## src/rtl/usr_param_if.sv

```systemverilog
// Bus interface for usr_param: control, serial/parallel data and status.
// Optional parity output appears only when USR_PARITY_EN is defined.
interface usr_param_if #(
    parameter int WIDTH = 8
);
    localparam int CW = $clog2(WIDTH + 1);

    logic             en;
    logic [1:0]       mode;
    logic             rot;
    logic             sin_l;
    logic             sin_r;
    logic [WIDTH-1:0] pin;
    logic             start;
    logic [CW-1:0]    cnt;
    logic [WIDTH-1:0] pout;
    logic             sout_l;
    logic             sout_r;
    logic             busy;
    logic             done;
`ifdef USR_PARITY_EN
    logic             parity;
`endif

    // Driver side: issues operations, observes register and burst status
    modport master (
        output en, mode, rot, sin_l, sin_r, pin, start, cnt,
`ifdef USR_PARITY_EN
        input  parity,
`endif
        input  pout, sout_l, sout_r, busy, done
    );

    // Register side
    modport slave (
        input  en, mode, rot, sin_l, sin_r, pin, start, cnt,
`ifdef USR_PARITY_EN
        output parity,
`endif
        output pout, sout_l, sout_r, busy, done
    );
endinterface

```

## src/rtl/usr_param.sv

```systemverilog
// Parametrised universal shift register with hold / shift-left / shift-right /
// parallel load, optional rotate, and an autonomous burst engine that performs
// a programmed number of shift or rotate steps.
// Optional feature macro: USR_PARITY_EN (adds parity = ^pout).
module usr_param #(
    parameter int WIDTH = 8
) (
    input  logic        clk,
    input  logic        rst,
    usr_param_if.slave  bus
);
    localparam int CW = $clog2(WIDTH + 1);

    typedef enum logic [1:0] {
        MODE_HOLD = 2'b00,
        MODE_SHL  = 2'b01,
        MODE_SHR  = 2'b10,
        MODE_LOAD = 2'b11
    } mode_e;

    typedef enum logic {
        ST_IDLE,
        ST_RUN
    } state_e;

    state_e           state_q;
    logic [WIDTH-1:0] pout_q;
    logic [CW-1:0]    cnt_q;
    logic             left_q;
    logic             rot_q;
    logic             busy_q;
    logic             done_q;

    mode_e            mode_ext;
    logic             is_shift_mode;
    logic             step_left_d;
    logic             step_rot_d;
    logic [WIDTH-1:0] shl_d;
    logic [WIDTH-1:0] shr_d;
    logic [WIDTH-1:0] step_d;

    // One-step shift result; a burst uses its captured direction/rotate,
    // manual ops use the live inputs. Serial inputs are always live.
    always_comb begin
        mode_ext      = mode_e'(bus.mode);
        is_shift_mode = (mode_ext == MODE_SHL) || (mode_ext == MODE_SHR);
        step_left_d   = (state_q == ST_RUN) ? left_q : (mode_ext == MODE_SHL);
        step_rot_d    = (state_q == ST_RUN) ? rot_q  : bus.rot;
        shl_d         = {pout_q[WIDTH-2:0], step_rot_d ? pout_q[WIDTH-1] : bus.sin_l};
        shr_d         = {step_rot_d ? pout_q[0] : bus.sin_r, pout_q[WIDTH-1:1]};
        step_d        = step_left_d ? shl_d : shr_d;
    end

    // Control FSM with register update, burst counter and registered status
    always_ff @(posedge clk) begin
        if (rst) begin
            state_q <= ST_IDLE;
            pout_q  <= '0;
            cnt_q   <= '0;
            left_q  <= 1'b0;
            rot_q   <= 1'b0;
            busy_q  <= 1'b0;
            done_q  <= 1'b0;
        end else begin
            done_q <= 1'b0;
            unique case (state_q)
                ST_IDLE: begin
                    // start is only meaningful for shift modes; for hold/load it
                    // is ignored and the manual op proceeds as usual
                    if (bus.start && is_shift_mode) begin
                        if (bus.cnt == '0) begin
                            done_q <= 1'b1;
                        end else begin
                            left_q  <= (mode_ext == MODE_SHL);
                            rot_q   <= bus.rot;
                            cnt_q   <= bus.cnt;
                            busy_q  <= 1'b1;
                            state_q <= ST_RUN;
                        end
                    end else if (bus.en) begin
                        unique case (mode_ext)
                            MODE_SHL,
                            MODE_SHR:  pout_q <= step_d;
                            MODE_LOAD: pout_q <= bus.pin;
                            default:   pout_q <= pout_q;
                        endcase
                    end
                end
                ST_RUN: begin
                    if (bus.en) begin
                        pout_q <= step_d;
                        cnt_q  <= cnt_q - CW'(1);
                        if (cnt_q == CW'(1)) begin
                            busy_q  <= 1'b0;
                            done_q  <= 1'b1;
                            state_q <= ST_IDLE;
                        end
                    end
                end
                default: begin
                    state_q <= ST_IDLE;
                    busy_q  <= 1'b0;
                end
            endcase
        end
    end

    assign bus.pout   = pout_q;
    assign bus.sout_l = pout_q[WIDTH-1];
    assign bus.sout_r = pout_q[0];
    assign bus.busy   = busy_q;
    assign bus.done   = done_q;

`ifdef USR_PARITY_EN
    assign bus.parity = ^pout_q;
`endif

endmodule

```

## src/flat_wrapper.sv

```systemverilog
// flat-port wrapper written by rule: the top's interface ports become plain ports
module usr_param_flat 
#(
    parameter int WIDTH = 8
)
  (clk, rst, bus_en, bus_mode, bus_rot, bus_sin_l, bus_sin_r, bus_pin, bus_start, bus_cnt, bus_pout, bus_sout_l, bus_sout_r, bus_busy, bus_done);
  usr_param_if #(.WIDTH(WIDTH)) bus_i ();
  input  logic clk;
  input  logic rst;
  input wire logic [$bits(bus_i.en)-1:0] bus_en;
  input wire logic [$bits(bus_i.mode)-1:0] bus_mode;
  input wire logic [$bits(bus_i.rot)-1:0] bus_rot;
  input wire logic [$bits(bus_i.sin_l)-1:0] bus_sin_l;
  input wire logic [$bits(bus_i.sin_r)-1:0] bus_sin_r;
  input wire logic [$bits(bus_i.pin)-1:0] bus_pin;
  input wire logic [$bits(bus_i.start)-1:0] bus_start;
  input wire logic [$bits(bus_i.cnt)-1:0] bus_cnt;
  output wire logic [$bits(bus_i.pout)-1:0] bus_pout;
  output wire logic [$bits(bus_i.sout_l)-1:0] bus_sout_l;
  output wire logic [$bits(bus_i.sout_r)-1:0] bus_sout_r;
  output wire logic [$bits(bus_i.busy)-1:0] bus_busy;
  output wire logic [$bits(bus_i.done)-1:0] bus_done;
  assign bus_i.en = bus_en;
  assign bus_i.mode = bus_mode;
  assign bus_i.rot = bus_rot;
  assign bus_i.sin_l = bus_sin_l;
  assign bus_i.sin_r = bus_sin_r;
  assign bus_i.pin = bus_pin;
  assign bus_i.start = bus_start;
  assign bus_i.cnt = bus_cnt;
  assign bus_pout = bus_i.pout;
  assign bus_sout_l = bus_i.sout_l;
  assign bus_sout_r = bus_i.sout_r;
  assign bus_busy = bus_i.busy;
  assign bus_done = bus_i.done;
  usr_param #(.WIDTH(WIDTH)) u_core (.clk(clk), .rst(rst), .bus(bus_i));
endmodule
```

## config.mk

```make
export PLATFORM = sky130hd
export DESIGN_NAME = usr_param_flat
export DESIGN_NICKNAME = d
export VERILOG_FILES = /design/src/rtl/usr_param_if.sv /design/src/rtl/usr_param.sv /design/src/flat_wrapper.sv
export SDC_FILE = /design/constraint.sdc
export NUM_CORES = 1
export LEC_CHECK = 0
export ABC_AREA = 1
export CAP_MARGIN = 20
export CORE_MARGIN = 2
export CORE_UTILIZATION = 47
export CTS_CLUSTER_SIZE = 12
export DETAILED_ROUTE_END_ITERATION = 8
export GPL_TIMING_DRIVEN = 0
export PLACE_DENSITY = 0.78
export SETUP_SLACK_MARGIN = 0.5
export SLEW_MARGIN = 20
export SYNTH_ARGS = -nofsm -noshare
export SYNTH_HDL_FRONTEND = slang
export SYNTH_SLANG_ARGS = --single-unit
```

## constraint.sdc

```tcl
create_clock -name clk -period 1.55 [get_ports clk]
set_clock_uncertainty 0.1 [all_clocks]
set_input_delay 0.155 -clock clk [delete_from_list [all_inputs] [get_ports clk]]
set_output_delay 0.155 -clock clk [all_outputs]
set_load 0.02 [all_outputs]
```

==> impl_summary.md, run 1 <==
Worst setup path
At the worst endpoint, the arrival time is 1380 ps. The worst setup path is captured at a register. The worst setup path is of the register to register kind. STA classifies the critical path startpoint as a register. In this design, the stage delay of the slowest critical-path cell is 340 ps. The path depth of the worst reg2reg path is 9. Walking the worst path, the cells encountered are buf_8, inv_8, nand3_4, inv_4, nand2_4, nand2_4, inv_4, nand2_1, a21oi_2. The largest individual stage delay along the critical path comes from the cell sky130_fd_sc_hd__dfxtp_2. Across all register-to-register paths, the minimum setup slack is 230 ps. In this run the critical register-to-register path is launched from u_core.state_q. STA puts the critical path data required time at 1610 ps. The largest driver fanout on the critical path is 5. The endpoint of the worst register-to-register path is u_core.cnt_q[3].

Yosys
The number of register bits inferred by synthesis is 17. The most instantiated library cell after synthesis is sky130_fd_sc_hd__nand2_1. The per-instance average area after synthesis is 6.664 sq um. Counting instances in the post-synthesis netlist gives the leading cell types as sky130_fd_sc_hd__nand2_1 (46), sky130_fd_sc_hd__inv_1 (26), sky130_fd_sc_hd__dfxtp_1 (17). The synthesized netlist occupies a cell area of 0.001206 sq mm. Synthesis produced a netlist with a net count of 207. For this run, the number of Yosys warnings is 0. The count of distinct cell types in the synthesized netlist is 27. The post-synthesis instance total is 181.

The post-synthesis sequential area ratio is 28.22%. For this run, the leading register cell type out of synthesis is sky130_fd_sc_hd__dfxtp_1. In the post-synthesis netlist, the biggest area contributors are sky130_fd_sc_hd__dfxtp_1 (28%), sky130_fd_sc_hd__nand2_1 (14%), sky130_fd_sc_hd__inv_1 (8.1%). The count of flip-flops with a built-in enable after synthesis is 0. For this run, asynchronously set or reset flops after synthesis account for 0%. The cell taking the most area after synthesis is sky130_fd_sc_hd__dfxtp_1. The share of the synthesized area in the top cell type is 28.22%.

Worst hold path
The type of the most critical hold path is register to register. For hold timing, the worst endpoint is u_core.bus.busy. In this run the most critical hold path is launched from u_core.bus.busy.

The worst hold path stage count is 2.

Place
At the end of routability-driven placement, the weighted congestion stood at 0.8380. The number of port buffers is 32. After detailed placement, the total cell area comes to 0.001597 sq mm. The HPWL reported at the end of detailed placement is 2.211 mm. The worst slack at placement is -290.0 ps.

Global route
The sum of overflow across all layers after global routing is 0. The number of global-route vias before repair is 1133. The number of antenna violations at the first check in global routing is 0. The first global-routing pass estimated 4.816 mm of wire. The pin count of the biggest net entering global routing is 11. Global routing consumed, over all layers together, 22.06% of the routing resources.

Timing
The post-route clock period utilization is 85.22%. At the pin with the least slew margin, the transition time is 625.8 ps. Setup repair after global routing could not meet its margin everywhere. The worst setup margin is 229.1 ps. The final count of pins violating max slew came to 0. The remaining max-slew budget at the tightest pin is 58.28%.

The total count of hold-check failures in the final report came to 0. The total setup violations reported at the end of the flow is 0. The clock period minus worst slack is 1321 ps. Based on the critical path, the design can be clocked at up to 757.0 MHz.

Cells and area
The number of diodes added for antenna fixing is 0. Summing all multi-input logic gate instances after layout gives 782.0 sq um. In the final layout, the share of cells above drive strength 1 is 34.67%.

Across the whole layout, storage elements account for 355.3 sq um. In the final design database the tool counted 252 nets. The cell area after layout is 0.001777 sq mm. The layout filler cell count is 208. Relative to the synthesized area, the layout overhead comes to 47.30%.

Power
The areal power density over the cells is 744.6 mW/mm^2. The cell leakage power is 0.0008163 uW. The highest ir drop seen on vdd is 0.0006142 V. The completed layout was analyzed and its total power is 1323 uW.

Floorplanning
The starting utilization of the core area is 49.13%. The die covers 0.002988 sq mm. The area of the core is 0.002455 sq mm. In this run the core area contains 18 standard-cell rows.

The floorplan step set the die height to 54.66 um. In this run the count of I/O pins placed on the die edge is 33. Measured along the x axis, the die boundary spans 54.66 um.

Clock tree
The number of H-tree levels is 1. The count of clock tree sinks is 17. TritonCTS built the clock tree. The register clock-pin slew on the reported worst setup and hold paths is 100 ps. For the worst-skew pair, the clock arrives at the later sink with an insertion delay of 280 ps. The worst-case clock buffer depth is 2. The root buffer cell is sky130_fd_sc_hd__clkbuf_4. The number of clock buffers added by TritonCTS is 3. Hold repair after CTS inserted 0 buffers.

Run
The tool flagged a number of max-cap violations equal to 0.

Routing
The initial DRC count is 21. The post-route antenna net violation count is 0. The average wire length per cell after detail routing is 12.16 um.

The number of remaining DRC errors is 0. The number of vias per cell after detailed routing is 4.914. The total wire length is 3.102 mm. The vias after detailed routing is 1253.

For this run, the detailed router's first-pass iteration total came to 5.

Outcome
The flow ran to the end, and the final reports show no timing, DRC or antenna violations.
-- report_power, final --
group,switching (uW),internal [uW]
Sequential,38.8,483
Clock,149,99.9
Combinational,291,261
-- critical path: cells and delay by family, from the launching register on --
| kind | cells | cell delay (ps) |
|---|---|---|
| simple gates | 4 | 340 |
| flops | 1 | 340 |
| compound gates | 1 | 50 |
| buf+inv | 4 | 360 |
-- layout make-up --
cell class	count	share of cell area, %
Buffer	6	3.803
Multi-Input combinational cell	128	44.01
Clock buffer	4	1.479
Inverter	30	7.042
Tap cell	30	2.113
Timing Repair Buffer	40	21.55
Sequential cell	17	20.00
-- repair_timing --
item | CTS | global route
pin swaps | 7 | 0
buffers inserted | 6 | 1
gates cloned | 1 | 0
setup endpoints to repair | 29 | 28
gates resized for setup | 81 | 24
-- how the worst max path moves through the flow --
stage / slack, ps / from / cells after the start / to
finish: 230 / u_core.state_q / 9 / u_core.cnt_q[3]
global route: 140 / u_core.state_q / 9 / u_core.bus.pout[3]
CTS: 250 / u_core.state_q / 9 / u_core.bus.pout[6]
detailed placement: -290 / bus_mode[1] / 11 / u_core.bus.pout[6]
global placement: -270 / bus_mode[1] / 11 / u_core.bus.pout[3]
floorplan: 330 / u_core.state_q / 9 / u_core.bus.pout[6]
-- flip-flops by register name (all words and copies together) (netlist names) --
name and flops:
u_core.bus.busy 1, u_core.left_q 1, u_core.bus.done 1, u_core.cnt_q 4
u_core.rot_q 1, u_core.state_q 1, u_core.bus.pout 8
-- layout by cell type (no fill, tap or decap), types with 2 or more instances in the layout --
cell and count:
sky130_fd_sc_hd__o21ai_1 4, sky130_fd_sc_hd__dlygate4sd2_1 2, sky130_fd_sc_hd__nand3_4 3, sky130_fd_sc_hd__inv_2 4
sky130_fd_sc_hd__clkbuf_1 2, sky130_fd_sc_hd__inv_4 2, sky130_fd_sc_hd__inv_1 23, sky130_fd_sc_hd__o21ai_0 9
sky130_fd_sc_hd__clkbuf_4 3, sky130_fd_sc_hd__buf_8 2, sky130_fd_sc_hd__nand2_4 4, sky130_fd_sc_hd__a21oi_1 9
sky130_fd_sc_hd__nand2_1 42, sky130_fd_sc_hd__ha_1 4, sky130_fd_sc_hd__buf_6 13, sky130_fd_sc_hd__nand2_2 5
sky130_fd_sc_hd__nand3_1 14, sky130_fd_sc_hd__nor2_1 9, sky130_fd_sc_hd__clkdlybuf4s50_1 18, sky130_fd_sc_hd__dfxtp_1 7
sky130_fd_sc_hd__o21a_1 2, sky130_fd_sc_hd__buf_4 9, sky130_fd_sc_hd__nor2_2 5, sky130_fd_sc_hd__dfxtp_2 9
sky130_fd_sc_hd__a21oi_2 9
-- stage by stage --
stage | hold slack, ps | std cells | utilization (%) | TNS, ps
finish | 375.6 | 255 | 72.38 | 0
global placement | 350.6 | 243 | 65.04 | -3144
CTS | 385.3 | 254 | 70.03 | 0
global route | 406.9 | 255 | 72.38 | 0
detailed placement | 370.2 | 243 | 65.04 | -3659
floorplan | 228.8 | 181 | - | 0
-- per-layer routing --
metal / up-vias / GRT usage [%] / share of wire (%) / routed length, um
li1: 657 / - / - / -
met1: 575 / 29.09 / 47 / 1449
met2: 19 / 39.09 / 49 / 1527
met3: 2 / 2.732 / 3.4 / 104
met4: 0 / 2.500 / 0.68 / 21
met5: - / 0 / 0 / 0
-- kinds of logic (layout without fill, tap and decap cells) --
| family | count (synthesis) | in the layout | share of synthesized area [%] |
|---|---|---|---|
| AND/OR/NAND/NOR | 88 | 88 | 35.89 |
| flip-flops | 17 | 17 | 28.22 |
| AO/OA/AOI/OAI | 34 | 34 | 16.08 |
| buffers and inverters | 36 | 80 | 13.90 |
| XOR/XNOR | 1 | 1 | 0.7263 |
| adder cells (fa/ha/maj) | 5 | 5 | 5.187 |
(Power assumes the default switching activity.)
==> run 2, diff against run 1 <==
- PLACE_DENSITY: 0.78 -> 0.83
==> run 2 against run 1 <==
Wire length rose by 4.4%. Largest cell class unchanged. Sequential power rose by 0.8%. First-iteration DRC count rose by 86%. Highest routed layer unchanged. Clock power barely moved. Largest power group unchanged.
==> impl_summary.md, run 2 (same netlist as run 1, synthesis figures left out) <==
Outcome
The run finished with clean final reports.

Clock tree
The count of clock tree sinks is 17 (unchanged). The register clock-pin slew on the reported worst setup and hold paths was 110 ps (about the same). The worst-case clock buffer depth is 2 (unchanged). In this run the clock root is driven by a sky130_fd_sc_hd__clkbuf_4. The number of CTS-inserted buffers was 3 (unchanged). TritonCTS built the clock tree.

The number of H-tree levels is 1 (unchanged). The source-to-sink clock delay at the later pin of the worst-skew pair came to 300 ps (+20 ps).

Cells and area
The final cell utilization of the core is 74.11% (+1.7 points). In the layout the commonest cells are sky130_fd_sc_hd__nand2_1 (41), sky130_fd_sc_hd__inv_1 (23), sky130_fd_sc_hd__clkdlybuf4s50_1 (18). The most common cell after layout, fill and taps aside is sky130_fd_sc_hd__nand2_1. The share of final-layout standard cells stronger than drive strength 1 is 38.16% (+3.5 points). The cell area after layout is 0.001819 sq mm (+2.4%). The number of diodes added for antenna fixing is 0 (unchanged). The number of nets in the final layout came to 255 (+1.2%). The flip-flop count of the largest register, all copies and words added is 8 (unchanged). The area growth from synthesis to layout is 50.83%. The filler-free cell count of the finished design is 258 (+1.2%).

Worst hold path
The worst hold path terminates at u_core.left_q. The worst hold path stage count was 2 (unchanged). The startpoint of the worst hold path is u_core.left_q. In this run the worst hold path is classified as register to register.

Power
The share of total power in sequential cells is 38.9% (-0.6 points). The cell leakage power came to 0.0008444 uW (+3.4%). The switching component of the power is 498.4 uW (+4.1%). The internal portion of total power is 853.1 uW (+1.0%). The total power after layout was 1352 uW (+2.2%). The switching share of power came to 36.88% (+0.70 points). The combinational fraction of design power was 42.5% (+0.8 points).

The highest ir drop seen on vdd was 0.0006733 V (+9.6%). The clock share of power is 18.6% (-0.2 points). The areal power density over the cells was 742.9 mW/mm^2 (-0.23%).

Global route
The global router's overall resource usage is 24.94% (+2.9 points). The number of antenna violations at the first check in global routing is 0 (unchanged). The met3 usage is 3.005% (+0.27 points). The sum of overflow across all layers after global routing is 0 (unchanged). The global-route wire length before repair is 5.278 mm (+9.6%).

The routing usage on met1 came to 30.86% (+1.8 points). The pin count of the biggest net entering global routing came to 11 (unchanged). The number of global-route vias before repair is 1206 (+6.4%). The layer carrying the most global-route usage is met2. The global-route met2 utilization is 43.25% (+4.2 points).

Timing
The remaining max-slew budget at the tightest pin is 65.48% (+7.2 points). The clock period minus worst slack is 1339 ps (+18.15 ps). The post-route clock period utilization was 86.39% (+1.2 points).

The top achievable clock speed was 746.8 MHz (-1.4%). The final count of pins violating max slew is 0 (unchanged). The actual slew at the worst max-slew pin was 517.8 ps (-108.0 ps). The total setup violations reported at the end of the flow was 0 (unchanged). Setup repair after global routing could not meet its margin everywhere. The total count of hold-check failures in the final report is 0 (unchanged). The post-route setup TNS came to 0 ps (unchanged).

Worst setup path
The maximum single-stage delay on the critical path is 340 ps (about the same). Walking the worst path, the cells encountered are buf_8, inv_8, buf_6, nand2_4, nand3_2, nand3_2, nand2_1, nand2_1, a21oi_2. STA classifies the critical path endpoint as a register. The slack of the worst reg-to-reg path is 210 ps (-20 ps). The arrival time reported for the critical path endpoint was 1470 ps (+90 ps). The required time at the worst-slack endpoint was 1680 ps (+70 ps). Among all stages on the critical path, the largest delay is contributed by sky130_fd_sc_hd__dfxtp_2. The worst register-to-register path ends at u_core.bus.pout[0]. The critical path start-end classification is register to register. The beginning of the critical path is u_core.state_q. On the critical path the largest part of the delay comes from flip-flops. STA classifies the critical path startpoint as a register. The count of buffer and inverter cells on the critical path is 3 (-1). The path depth of the worst reg2reg path is 9 (unchanged).

The launch point of the worst reg-to-reg path is u_core.state_q. The largest driver fanout on the critical path is 8 (+3).

Place
The global placement routability congestion is 0.8136 (-2.9%). The standard cell area after detailed placement came to 0.001597 sq mm (unchanged). The post-placement cell count is 243 (unchanged). The number of port buffers was 32 (unchanged). The HPWL reported at the end of detailed placement came to 2.260 mm (+2.2%).

Floorplanning
The die boundary height is 54.66 um (unchanged). The number of top-level design ports is 33 (unchanged). The area enclosed by the die boundary was 0.002988 sq mm (unchanged). The cell row count is 18 (unchanged). The starting utilization of the core area is 49.13% (unchanged).

The width of the die is 54.66 um (unchanged). The area of the core is 0.002455 sq mm (unchanged).

Routing
The vias after detailed routing is 1298 (+3.6%). The post-route antenna net violation count was 0 (unchanged). The average wire length per cell after detail routing is 12.55 um (+3.2%). The number of detailed-route iterations in the first pass is 4 (-1). The total wire length is 3.239 mm (+4.4%).

The initial DRC count is 39 (+86%). The number of vias per cell after detailed routing was 5.031 (+2.4%). The number of remaining DRC errors came to 0 (unchanged).

Run
The number of max-capacitance violations reported is 0 (unchanged).
## run 2: cell types whose count changed in the layout (fill, tap and decap cells not counted), sizes merged
cell    change
clkbuf      -1
buf         +3
clkinv      +1
## run 2: stage by stage
stage          setup WS, ps  hold slack, ps
2_1_floorplan         331.1           228.8
3_3_place_gp         -276.3           353.6
3_5_place_dp         -297.7           368.5
4_1_cts               257.9           379.7
5_1_grt               130.5           407.9
6_report              210.9           389.9
## run 2: how the worst max path moves through the flow
stage,to,slack (ps),cells past startpoint
3_5_place_dp,u_core.bus.pout[3],-300,11
5_1_grt,u_core.bus.pout[2],130,9
4_1_cts,u_core.bus.pout[3],260,9
2_1_floorplan,u_core.bus.pout[6],330,9
3_3_place_gp,u_core.bus.pout[3],-280,11
6_report,u_core.bus.pout[0],210,9
## run 2: power groups by stage
stage          Combinational [uW]  Clock, uW  Sequential [uW]
6_report                      575        251              526
5_1_grt                       632        272              532
4_1_cts                       545        256              522
3_5_place_dp                  475          0              526
3_3_place_gp                  461          0              522
2_1_floorplan                 284          0              546
## run 2: worst min-delay path, delay by kind of cell (launching register included)
kind               cells  cell delay, ps
DFF                    1             340
and+or+nand+nor        1              60
AOI/OAI and AO/OA      1              50
## run 2: area by class of cell
type                       count  area (sq um)
buffer                         6         63.81
clock buffer                   3         22.52
clock inverter                 1         5.005
fill                         183         635.6
inverter                      30         125.1
multi-input combinational    128         794.5
sequential                    17         355.3
tap                           30         37.54
timing repair buffer          43         415.4
## run 2: metal layers
layer | vias up | wire, um
met5 | - | 0
met2 | 31 | 1659
li1 | 667 | -
met1 | 591 | 1371
met4 | 0 | 66
met3 | 9 | 142
## run 2: timing repair
action / 4_1_cts / 5_1_grt
gates cloned: 1 / 0
setup buffers: 7 / 3
resized for setup: 97 / 14
endpoints found under the setup margin: 29 / 29
pin swaps: 14 / 5
hold buffers: 0 / 0
